## src/rtl/disp_pkg.sv

```systemverilog
`timescale 1ns/1ps
`default_nettype none
// ============================================================================
// Module      : disp_pkg
// Description : Shared types and constants for the multiplexed display scan.
// Revision    : 1.0 - initial release
// ============================================================================
package disp_pkg;

    typedef enum logic [1:0] {
        IDLE  = 2'd0,
        BLANK = 2'd1,
        SHOW  = 2'd2
    } state_e;

    localparam int NUM_DIGITS       = 4;
    localparam int SEL_W            = 2;
    localparam int DEF_TICK_DIV     = 50000;
    localparam int DEF_BLANK_CYCLES = 16;

    localparam logic [NUM_DIGITS-1:0] ALL_OFF = 4'b1111;

    // Active-low one-hot enable for the digit addressed by sel.
    function automatic logic [NUM_DIGITS-1:0] digit_en_of(input logic [SEL_W-1:0] sel);
        logic [NUM_DIGITS-1:0] onehot;
        onehot = 4'b0001 << sel;
        return ~onehot;
    endfunction

endpackage : disp_pkg
`default_nettype wire

```

## src/rtl/mux_scan_ctrl_slot_timer.sv

```systemverilog
`timescale 1ns/1ps
`default_nettype none
// ============================================================================
// Module      : slot_timer
// Description : Per-digit slot counter; strobes the last blank cycle and the
//               last cycle of the slot. Held at zero while not running.
// Revision    : 1.0 - initial release
// ============================================================================
module slot_timer #(
    parameter int TICK_DIV     = 50000,
    parameter int BLANK_CYCLES = 16
) (
    input  logic clk,
    input  logic rst_n,
    input  logic run_i,
    output logic blank_end_o,
    output logic slot_end_o
);

    localparam int K_W = $clog2(TICK_DIV);
    localparam logic [K_W-1:0] c_blank_last = K_W'(BLANK_CYCLES - 1);
    localparam logic [K_W-1:0] c_slot_last  = K_W'(TICK_DIV - 1);

    logic [K_W-1:0] k_q;
    logic [K_W-1:0] k_d;

    assign blank_end_o = run_i && (k_q == c_blank_last);
    assign slot_end_o  = run_i && (k_q == c_slot_last);

    // Wrap happens only through the last-cycle compare, so no overflow path exists.
    always_comb begin
        k_d = '0;
        if (run_i && !slot_end_o) begin
            k_d = k_q + K_W'(1);
        end
    end

    always_ff @(posedge clk or negedge rst_n) begin
        if (!rst_n) begin
            k_q <= '0;
        end else begin
            k_q <= k_d;
        end
    end

endmodule : slot_timer
`default_nettype wire

```

## src/rtl/mux_scan_ctrl.sv

```systemverilog
`timescale 1ns/1ps
`default_nettype none
// ============================================================================
// Module      : mux_scan_ctrl
// Description : Time-multiplexed scan controller for a 4:1 display mux with
//               inter-digit blanking and a per-frame pulse.
// Revision    : 1.0 - initial release
// ============================================================================
module mux_scan_ctrl
    import disp_pkg::*;
#(
    parameter int TICK_DIV     = DEF_TICK_DIV,
    parameter int BLANK_CYCLES = DEF_BLANK_CYCLES,
    parameter int DATA_W       = 8
) (
    input  logic                  clk,
    input  logic                  rst_n,
    input  logic                  enable,
    input  logic                  hold,
    input  logic [DATA_W-1:0]     mux_f,
    output logic [SEL_W-1:0]      sel,
    output logic [DATA_W-1:0]     seg_out,
    output logic [NUM_DIGITS-1:0] digit_en_n,
    output logic                  frame_done
);

    localparam logic [SEL_W-1:0] c_last_sel = SEL_W'(NUM_DIGITS - 1);

    state_e                  state_q;
    logic [SEL_W-1:0]        sel_q;
    logic [DATA_W-1:0]       seg_q;
    logic [NUM_DIGITS-1:0]   den_q;
    logic                    frame_q;

    logic                    w_run;
    logic                    w_blank_end;
    logic                    w_slot_end;

    assign w_run = enable && (state_q != IDLE);

    slot_timer #(
        .TICK_DIV     (TICK_DIV),
        .BLANK_CYCLES (BLANK_CYCLES)
    ) u_slot_timer (
        .clk         (clk),
        .rst_n       (rst_n),
        .run_i       (w_run),
        .blank_end_o (w_blank_end),
        .slot_end_o  (w_slot_end)
    );

    always_ff @(posedge clk or negedge rst_n) begin
        if (!rst_n) begin
            state_q <= IDLE;
            sel_q   <= '0;
            seg_q   <= '0;
            den_q   <= ALL_OFF;
            frame_q <= 1'b0;
        end else begin
            frame_q <= 1'b0;
            if (!enable) begin
                state_q <= IDLE;
                sel_q   <= '0;
                seg_q   <= '0;
                den_q   <= ALL_OFF;
            end else begin
                case (state_q)
                    IDLE: begin
                        state_q <= BLANK;
                        sel_q   <= '0;
                    end
                    BLANK: begin
                        // sel has been stable for the whole blank, so mux_f is settled.
                        if (w_blank_end) begin
                            seg_q   <= mux_f;
                            den_q   <= digit_en_of(sel_q);
                            state_q <= SHOW;
                        end
                    end
                    SHOW: begin
                        if (w_slot_end) begin
                            den_q   <= ALL_OFF;
                            state_q <= BLANK;
                            if (!hold) begin
                                sel_q   <= sel_q + SEL_W'(1);
                                frame_q <= (sel_q == c_last_sel);
                            end
                        end
                    end
                    default: begin
                        state_q <= IDLE;
                        sel_q   <= '0;
                        seg_q   <= '0;
                        den_q   <= ALL_OFF;
                    end
                endcase
            end
        end
    end

    assign sel        = sel_q;
    assign seg_out    = seg_q;
    assign digit_en_n = den_q;
    assign frame_done = frame_q;

endmodule : mux_scan_ctrl
`default_nettype wire

```

## config.mk

```make
export PLATFORM = sky130hd
export DESIGN_NAME = mux_scan_ctrl
export DESIGN_NICKNAME = d
export VERILOG_FILES = /design/src/rtl/disp_pkg.sv /design/src/rtl/mux_scan_ctrl_slot_timer.sv /design/src/rtl/mux_scan_ctrl.sv
export SDC_FILE = /design/constraint.sdc
export NUM_CORES = 1
export LEC_CHECK = 0
export BUFFER_PORTS_ARGS = -buffer_cell sky130_fd_sc_hd__buf_4
export CORE_MARGIN = 1
export CORE_UTILIZATION = 50
export CTS_CLUSTER_DIAMETER = 40
export DETAILED_ROUTE_END_ITERATION = 7
export GPL_ROUTABILITY_DRIVEN = 0
export GPL_TIMING_DRIVEN = 0
export PLACE_DENSITY = 0.72
export REMOVE_ABC_BUFFERS = 1
export SETUP_SLACK_MARGIN = 0.2
export SYNTH_ARGS = -nofsm -noshare
export SYNTH_HDL_FRONTEND = slang
export SYNTH_HIERARCHICAL = 1
export SYNTH_SLANG_ARGS = --single-unit
export TNS_END_PERCENT = 1
```

## constraint.sdc

```tcl
create_clock -name clk -period 2.9 [get_ports clk]
set_clock_uncertainty 0.05 [all_clocks]
set_input_delay 0.145 -clock clk [delete_from_list [all_inputs] [get_ports clk]]
set_output_delay 0.145 -clock clk [all_outputs]
set_load 0.05 [all_outputs]
```

==> results of run 1 <==
[cells by family (layout without fill, tap and decap cells)]
logic type      after synthesis  count (layout)  synth area share
compound gates               12              12            0.0570
xor+xnor                     14              14            0.0708
fa+ha+maj                     5               5            0.0361
buf+inv                      20              57            0.0599
flops                        33              33             0.479
mux                          13              13            0.0780
simple gates                 71              71             0.219
[metal layers]
metal,global-route usage,vias up,wire [um]
li1,-,643,-
met1,0.214,600,1350
met2,0.380,37,1730
met3,0.0640,9,126
met4,0.0942,0,65
met5,0,-,0
[flip-flops by register name, indices dropped and copies added (netlist names)]
signal,cells
digit_en_n,4
frame_done,1
seg_out,8
sel,2
state_q,2
u_slot_timer/k_q,16
[metrics by stage]
stage / worst slack, ns / cells
global placement: 0.433 / 234
global route: 0.257 / 251
CTS: 0.381 / 251
detailed placement: 0.387 / 234
finish: 0.428 / 251
floorplan: 0.672 / 162
[where the power goes]
part	switching [mW]	leakage [nW]	internal, mW
clock	0.156	0.0310	0.0913
sequential	0.00713	0.440	0.471
combinational	0.0648	0.448	0.0407
total	0.228	0.919	0.603
[area by class of cell]
| class | instances | area share |
|---|---|---|
| clock inverter | 3 | 0.00840 |
| clock buffer | 5 | 0.0180 |
| sequential | 33 | 0.399 |
| inverter | 14 | 0.0252 |
| tap | 46 | 0.0276 |
| multi-input combinational | 115 | 0.385 |
| timing repair buffer | 35 | 0.137 |
[critical path: stages, from the launching register on]
cell	delay, ns
dfrtp_1	0.41
ha_1	0.25
nand3_1	0.28
or3_1	0.43
nor2_1	0.25
a21oi_1	0.13
o21ai_2	0.23
mux2_2	0.37
[how the worst max path moves through the flow]
stage / start / endpoint
detailed placement: u_slot_timer/k_q[0] / digit_en_n[0]
global route: u_slot_timer/k_q[0] / digit_en_n[2]
finish: u_slot_timer/k_q[0] / digit_en_n[2]
CTS: u_slot_timer/k_q[0] / digit_en_n[0]
global placement: u_slot_timer/k_q[0] / digit_en_n[3]
floorplan: u_slot_timer/k_q[0] / digit_en_n[0]
[timing repair]
action / in CTS / in global routing
hold buffers: 9 / 0
setup endpoints to repair: 0 / 10
resized for setup: 0 / 1
hold endpoints to repair: 41 / 0
[placed cells by master, fill, tap and decap left out, drive strengths merged, types with 4 or more instances in the layout]
| cell | instances |
|---|---|
| buf | 26 |
| clkbuf | 5 |
| dfrtp | 29 |
| dfstp | 4 |
| dlygate4sd3 | 9 |
| ha | 5 |
| inv | 14 |
| mux2 | 4 |
| mux2i | 9 |
| nand2 | 18 |
| nand3 | 6 |
| nand4 | 8 |
| nor2 | 18 |
| nor3 | 5 |
| xnor2 | 7 |
| xor2 | 7 |
==> summary.md, run 1 <==
| Metric | Value |
|---|---|
| Worst-path clk slew | 0.11 ns |
| Die height | 60.9 um |
| Final Slew Violations | 0 |
| DIE WIDTH | ~60 um |
| R2R depth | 7 |
| Max Fclk | just over 0.4 GHz |
| Nets@finish | between 200 and 250 |
| Peak supply drop | about 0.25 mV |
| Worst Setup Start Kind | flip-flop |
| Vias in the first global route | between 1000 and 1500 |
| CTS tree | yes |
| HPWL Detailed | approximately 2200 um |
| Cell Pwr Density | approximately 400 mW/mm2 |
| Cell area after placement | slightly below 0.002 mm2 |
| Largest net degree at the start of global routing | 34 |
| Final antenna-violating net count | 0 |
| Hold Path Depth | 2 |
| Drt first pass iters | 4 |
| DR vias | around 1300 |
| Crit Path Max Fanout | 6 |
| Dominant cell type by area after synthesis | dfrtp_1 |
| Tot Pwr | between 0.8 and 0.9 mW |
| Unrepaired setup endpoints after global routing | false |
| Sequential area share after synthesis | 0.479 |
| Design area | between 0.002 and 0.0025 mm2 |
| Min Hold Slack | 0.0296 ns |
| Std-Cell Rows | 21 |
| Setup slack, reg-to-reg | 0.43 ns |
| Area of the multi-input gates | 803 um2 |
| Measured slew at the worst slew-check pin | around 0.62 ns |
| Vias per Instance | 5.14 |
| Core box area | about 0.0033 mm2 |
| Rel. slew slack | 0.585 |
| HP Class | in2reg |
| Worst hold endpoint | state_q[0] |
| CTS Sinks | 33 |
| Crit share post-route | 0.853 |
| Largest cells by area after synthesis | dfrtp_1 42%, dfstp_2 6.1%, mux2i_1 5.2%, nor2_1 3.9%, ha_1 3.6% |
| #FFs+latches synth | 33 |
| Synth top cells by count | 29 x dfrtp_1, 18 x nor2_1, 15 x nand2_1 |
| Initial antenna violation count | 0 |
| EDFF count, synth | 0 |
| Setup Fix Bufs, Post-CTS | 0 |
| Root buffer cell | clkbuf_4 |
| Synthesized area | between 0.0015 and 0.002 mm2 |
| Library cells used by synthesis | between 40 and 50 |
| TNS Setup | 0 ns |
| Max-Cap Viols | 0 |
| Reg-to-reg endpoint | digit_en_n[2] |
| First-pass GRT wire length | approximately 5400 um |
| Tmin final | ~2.5 ns |
| Final hold vios | 0 |
| Syn avg cell area | between 10 and 15 um2 |
| Routed WL | between 3000 and 4000 um |
| Worst setup EP type | flip-flop |
| Register Area | approximately 830 um2 |
| Dominant synthesized flop cell | dfrtp_1 |
| I/O Pins | 27 |
| Initial Util | 0.519 |
| Synth top area share | 0.419 |
| Iteration-0 DRC Markers | 50 |
| Clk_lat worst skew | 0.34 ns |
| Layout cell share with drive strength beyond 1 | 0.259 |
| Hold Crit Start | enable |
| WP data required | 3.12 ns |
| # H-tree levels | 2 |
| Worst-case clock buffer depth | 2 |
| WS Path Type | reg2reg |
| Ys async rst share | 1.00 |
| Overall global routing resource usage | 0.207 |
| Fillers | approximately 280 |
| Layout area overhead | 20.3% |
| Post-DR wirelength/cell | 13.1 um |
| Most frequent cell after synthesis | dfrtp_1 |
| Overflow after GRT | 0 |
| Mapped Cells | 168 |
| Buffers added on ports | 26 |
| Synth warn | 6 |
| Post-route DRC | 0 |
| Static leakage | about 0.9 nW |
| Finish-stage setup viols | 0 |
| Critical Path AT | between 2 and 3 ns |
| CTS buffer count | 5 |
| Status | completed |
| Die ar. | around 0.0037 mm2 |
| Final core occ | 0.625 |
| R2R Path Start | u_slot_timer/k_q[0] |
| Antenna cells | 0 |
(Power assumes the default switching activity.)
==> run 2: changes to the inputs <==
--- a/config.mk
+++ b/config.mk
@@ -5,6 +5,7 @@
 export SDC_FILE = /design/constraint.sdc
 export NUM_CORES = 1
 export LEC_CHECK = 0
+export ABC_AREA = 1
 export BUFFER_PORTS_ARGS = -buffer_cell sky130_fd_sc_hd__buf_4
 export CORE_MARGIN = 1
 export CORE_UTILIZATION = 50
@@ -12,7 +13,7 @@
 export DETAILED_ROUTE_END_ITERATION = 7
 export GPL_ROUTABILITY_DRIVEN = 0
 export GPL_TIMING_DRIVEN = 0
-export PLACE_DENSITY = 0.72
+export PLACE_DENSITY = 0.71
 export REMOVE_ABC_BUFFERS = 1
 export SETUP_SLACK_MARGIN = 0.2
 export SYNTH_ARGS = -nofsm -noshare
==> run 2 against run 1 <==
Synthesized area rose by 5.1%. Non-clock buffer count fell by 1. Clock power is essentially flat. First-iteration DRC count is 46% higher. Global-route usage up 1.0 points. Count of clock-buffer cells in the layout is 1 higher. Die area is 5.0% higher. Largest power group unchanged. Highest routed layer unchanged.
==> summary.md, run 2 <==
| Metric | Value |
|---|---|
| Layout cell share with drive strength beyond 1 | 0.203 (-0.0555) |
| Most frequent cell after synthesis | nand2_1 |
| Ys async rst share | 1.00 (unchanged) |
| Die height | 62.4 um (+2.4%) |
| Largest cells by area after synthesis | dfrtp_1 40%, nand2_1 14%, nor2_1 7.4%, dfstp_2 5.8%, nand4_1 5.2% |
| Cells after DPL | 296 (+26%) |
| Core box area | 0.00342 mm2 (+2.4%) |
| Tmin final | 2.16 ns (-0.312 ns) |
| Library cells used by synthesis | 26 (-37%) |
| Most frequent cells in the layout | 66 x nand2_1, 36 x nor2_1, 29 x dfrtp_1 |
| WP data required | 3.09 ns (-0.03 ns) |
| Worst-case clock buffer depth | 2 (unchanged) |
| #FFs+latches synth | 33 (unchanged) |
| # H-tree levels | 2 (unchanged) |
| Drt first pass iters | 4 (unchanged) |
| Syn avg cell area | 7.99 um2 (-23%) |
| EDFF count, synth | 0 (unchanged) |
| Root buffer cell | clkbuf_4 |
| Routed WL | 3590 um (+9.4%) |
| Mapped Cells | 228 (+36%) |
| Overflow after GRT | 0 (unchanged) |
| Largest net degree at the start of global routing | 34 (unchanged) |
| Largest family of logic cells by synthesized area | simple AND/OR/NAND/NOR gates |
| Worst setup EP type | flip-flop |
| Critical Path AT | 2.35 ns (-0.35 ns) |
| Setup Fix Bufs, Post-CTS | 0 (unchanged) |
| Buf+Inv Stages, Crit Path | 3 (+3) |
| Mux contribution to synthesized area | 0 (-0.0780) |
| Final hold vios | 0 (unchanged) |
| Xor and xnor area share after synthesis | 0.0337 (-0.0371) |
| First-pass GRT wire length | 6420 um (+20%) |
| Synth top cells by count | 66 x nand2_1, 36 x nor2_1, 29 x dfrtp_1 |
| Max-Cap Viols | 0 (unchanged) |
| Most common cell after layout, fill and taps aside | nand2_1 |
| DIE WIDTH | 62.4 um (+2.4%) |
| Vias per Instance | 4.88 (-4.9%) |
| Rel. slew slack | 0.699 (+0.114) |
| I/O Pins | 27 (unchanged) |
| Adder-cell area share of the yosys netlist | 0.0343 (-0.00176) |
| Synth Area in Simple Gates | 0.396 (+0.177) |
| Antenna cells | 0 (unchanged) |
| CTS buffer count | 5 (unchanged) |
| Status | completed |
| Layout area overhead | 19.0% |
| Cell Pwr Density | 416 mW/mm2 (+4.2%) |
| CTS Sinks | 33 (unchanged) |
| Overall global routing resource usage | 0.217 (+0.0104) |
| Static leakage | 1.01 nW (+10%) |
| Dominant synthesized flop cell | dfrtp_1 |
| HP Class | in2reg |
| Peak supply drop | 0.242 mV (-1.5%) |
| Synth top area share | 0.398 (-0.0204) |
| Crit share post-route | 0.745 (-0.108) |
| Nets@finish | 282 (+28%) |
| Non-filler cells, final | 312 (+24%) |
| Final Slew Violations | 0 (unchanged) |
| Finish-stage setup viols | 0 (unchanged) |
| Std-Cell Rows | 21 (unchanged) |
| Tot Pwr | 0.901 mW (+8.3%) |
| CP max stage cell | dfrtp_1 |
| Measured slew at the worst slew-check pin | 0.450 ns (-0.173 ns) |
| WS Path Type | reg2reg |
| CP Cell Sequence | inv_1 -> a21oi_1 -> inv_1 -> nor3_1 -> and3_1 -> inv_1 -> nand2_4 -> nand2_4 -> nand2_1 -> nand2_1 |
| Worst-path clk slew | 0.11 ns (about the same) |
| CP max stage delay | 0.46 ns (+0.03 ns) |
| Post-route DRC | 0 (unchanged) |
| Max Fclk | 0.463 GHz (+14%) |
| Final antenna-violating net count | 0 (unchanged) |
| Die ar. | 0.00389 mm2 (+5.0%) |
| TNS Setup | 0 ns (unchanged) |
| Worst Setup Start Kind | flip-flop |
| Post-DR wirelength/cell | 11.5 um (-12%) |
| Clk_lat worst skew | 0.34 ns (about the same) |
| Buffers added on ports | 26 (unchanged) |
| Initial antenna violation count | 0 (unchanged) |
| Initial Util | 0.533 (+0.0140) |
| Vias in the first global route | 1370 (+10%) |
| Dominant cell type by area after synthesis | dfrtp_1 |
| CP top delay family | simple AND/OR/NAND/NOR gates |
| Synthesized area | 0.00182 mm2 (+5.1%) |
| Max reg flops | 16 (unchanged) |
| Most used cell, CP | inv_1 |
| Sequential area share after synthesis | 0.456 (-0.0234) |
| DR vias | 1523 (+18%) |
| Top reg by flops | u_slot_timer/k_q |
| Crit Path Max Fanout | 9 (+3) |
| Iteration-0 DRC Markers | 73 (+46%) |
| Synth warn | 6 (unchanged) |
| CTS tree | yes |
| Compound-cell area share of the yosys netlist | 0.0179 (-0.0392) |
| Unrepaired setup endpoints after global routing | false |
| HPWL Detailed | 2490 um (+13%) |
run 2: cell count changes in the layout (fill, tap and decap cells not counted), moves of 4 or more:
cell     delta
nand4_1     +7
nor2_2      +7
mux2i_1     -9
nand3_1    +10
inv_1       +6
nand2_1    +51
xnor2_1     -5
mux2_2      -4
nor2_1     +18
run 2: timing repair:
item | CTS | global route
hold buffers | 8 | 0
resized for setup | 0 | 0
endpoints found under the hold margin | 36 | 0
run 2: logic make-up (layout without fill, tap and decap cells):
| family | after synthesis | count (layout) |
|---|---|---|
| buffers and inverters | 24 | 62 |
| adders and majority gates | 5 | 5 |
| AOI/OAI and AO/OA | 6 | 6 |
| xor gates and xnor gates | 7 | 7 |
| DFF | 33 | 33 |
| and+or+nand+nor | 153 | 153 |
run 2: through the flow:
step | cell area, um2 | utilization | worst slack [ns] | hold slack (ns)
after global placement | 2040 | 0.596 | 0.794 | 0.0644
after floorplan | 1780 | - | 1.05 | -0.201
after global routing | 2170 | 0.634 | 0.517 | 0.0133
after detailed placement | 2040 | 0.596 | 0.765 | 0.0661
after CTS | 2170 | 0.634 | 0.747 | 0.0115
final | 2170 | 0.634 | 0.740 | 0.0233
run 2: cell type report:
| cell class | instances | area (um2) |
|---|---|---|
| multi-input cells | 171 | 877 |
| clock inverters | 2 | 10.0 |
| clock buffers | 6 | 41.3 |
| repair buffers | 34 | 275 |
| well taps | 46 | 57.6 |
| fillers | 322 | 1250 |
| flip-flops and latches | 33 | 831 |
| inverters | 20 | 75.1 |
run 2: power by group:
part / internal [mW] / total, mW / switching [mW] / leakage [nW]
clock network: 0.0923 / 0.249 / 0.156 / 0.0320
logic: 0.0499 / 0.158 / 0.108 / 0.538
registers: 0.483 / 0.494 / 0.0112 / 0.445
total: 0.625 / 0.901 / 0.276 / 1.01
run 2: worst reg2reg max path, stage by stage (launching register included):
cell and delay [ns]:
dfrtp_1 0.46, inv_1 0.11, a21oi_1 0.29, inv_1 0.10, nor3_1 0.13, and3_1 0.38, inv_1 0.16, nand2_4 0.15
nand2_4 0.09, nand2_1 0.09, nand2_1 0.06
run 2: final timing paths:
| kind | from | to | slack [ns] | cells past startpoint |
|---|---|---|---|---|
| setup / recovery | state_q[1] | seg_out[0] | 0.74 | 10 |
| hold / removal | mux_f[0] | seg_out[0] | 0.02 | 3 |
| setup reg to reg | state_q[1] | seg_out[0] | 0.74 | 10 |
| hold reg to reg | digit_en_n[2] | digit_en_n[2] | 0.42 | 2 |
| max in group asynchronous | rst_n | digit_en_n[0] | 2.24 | 2 |
| min in group asynchronous | rst_n | u_slot_timer/k_q[13] | 0.22 | 2 |
run 2: layer usage:
metal	vias up	GRT usage	routed length, um
met5	-	0	0
met2	23	0.323	1620
met4	0	0.0872	39
li1	800	-	-
met3	4	0.0680	112
met1	696	0.294	1810
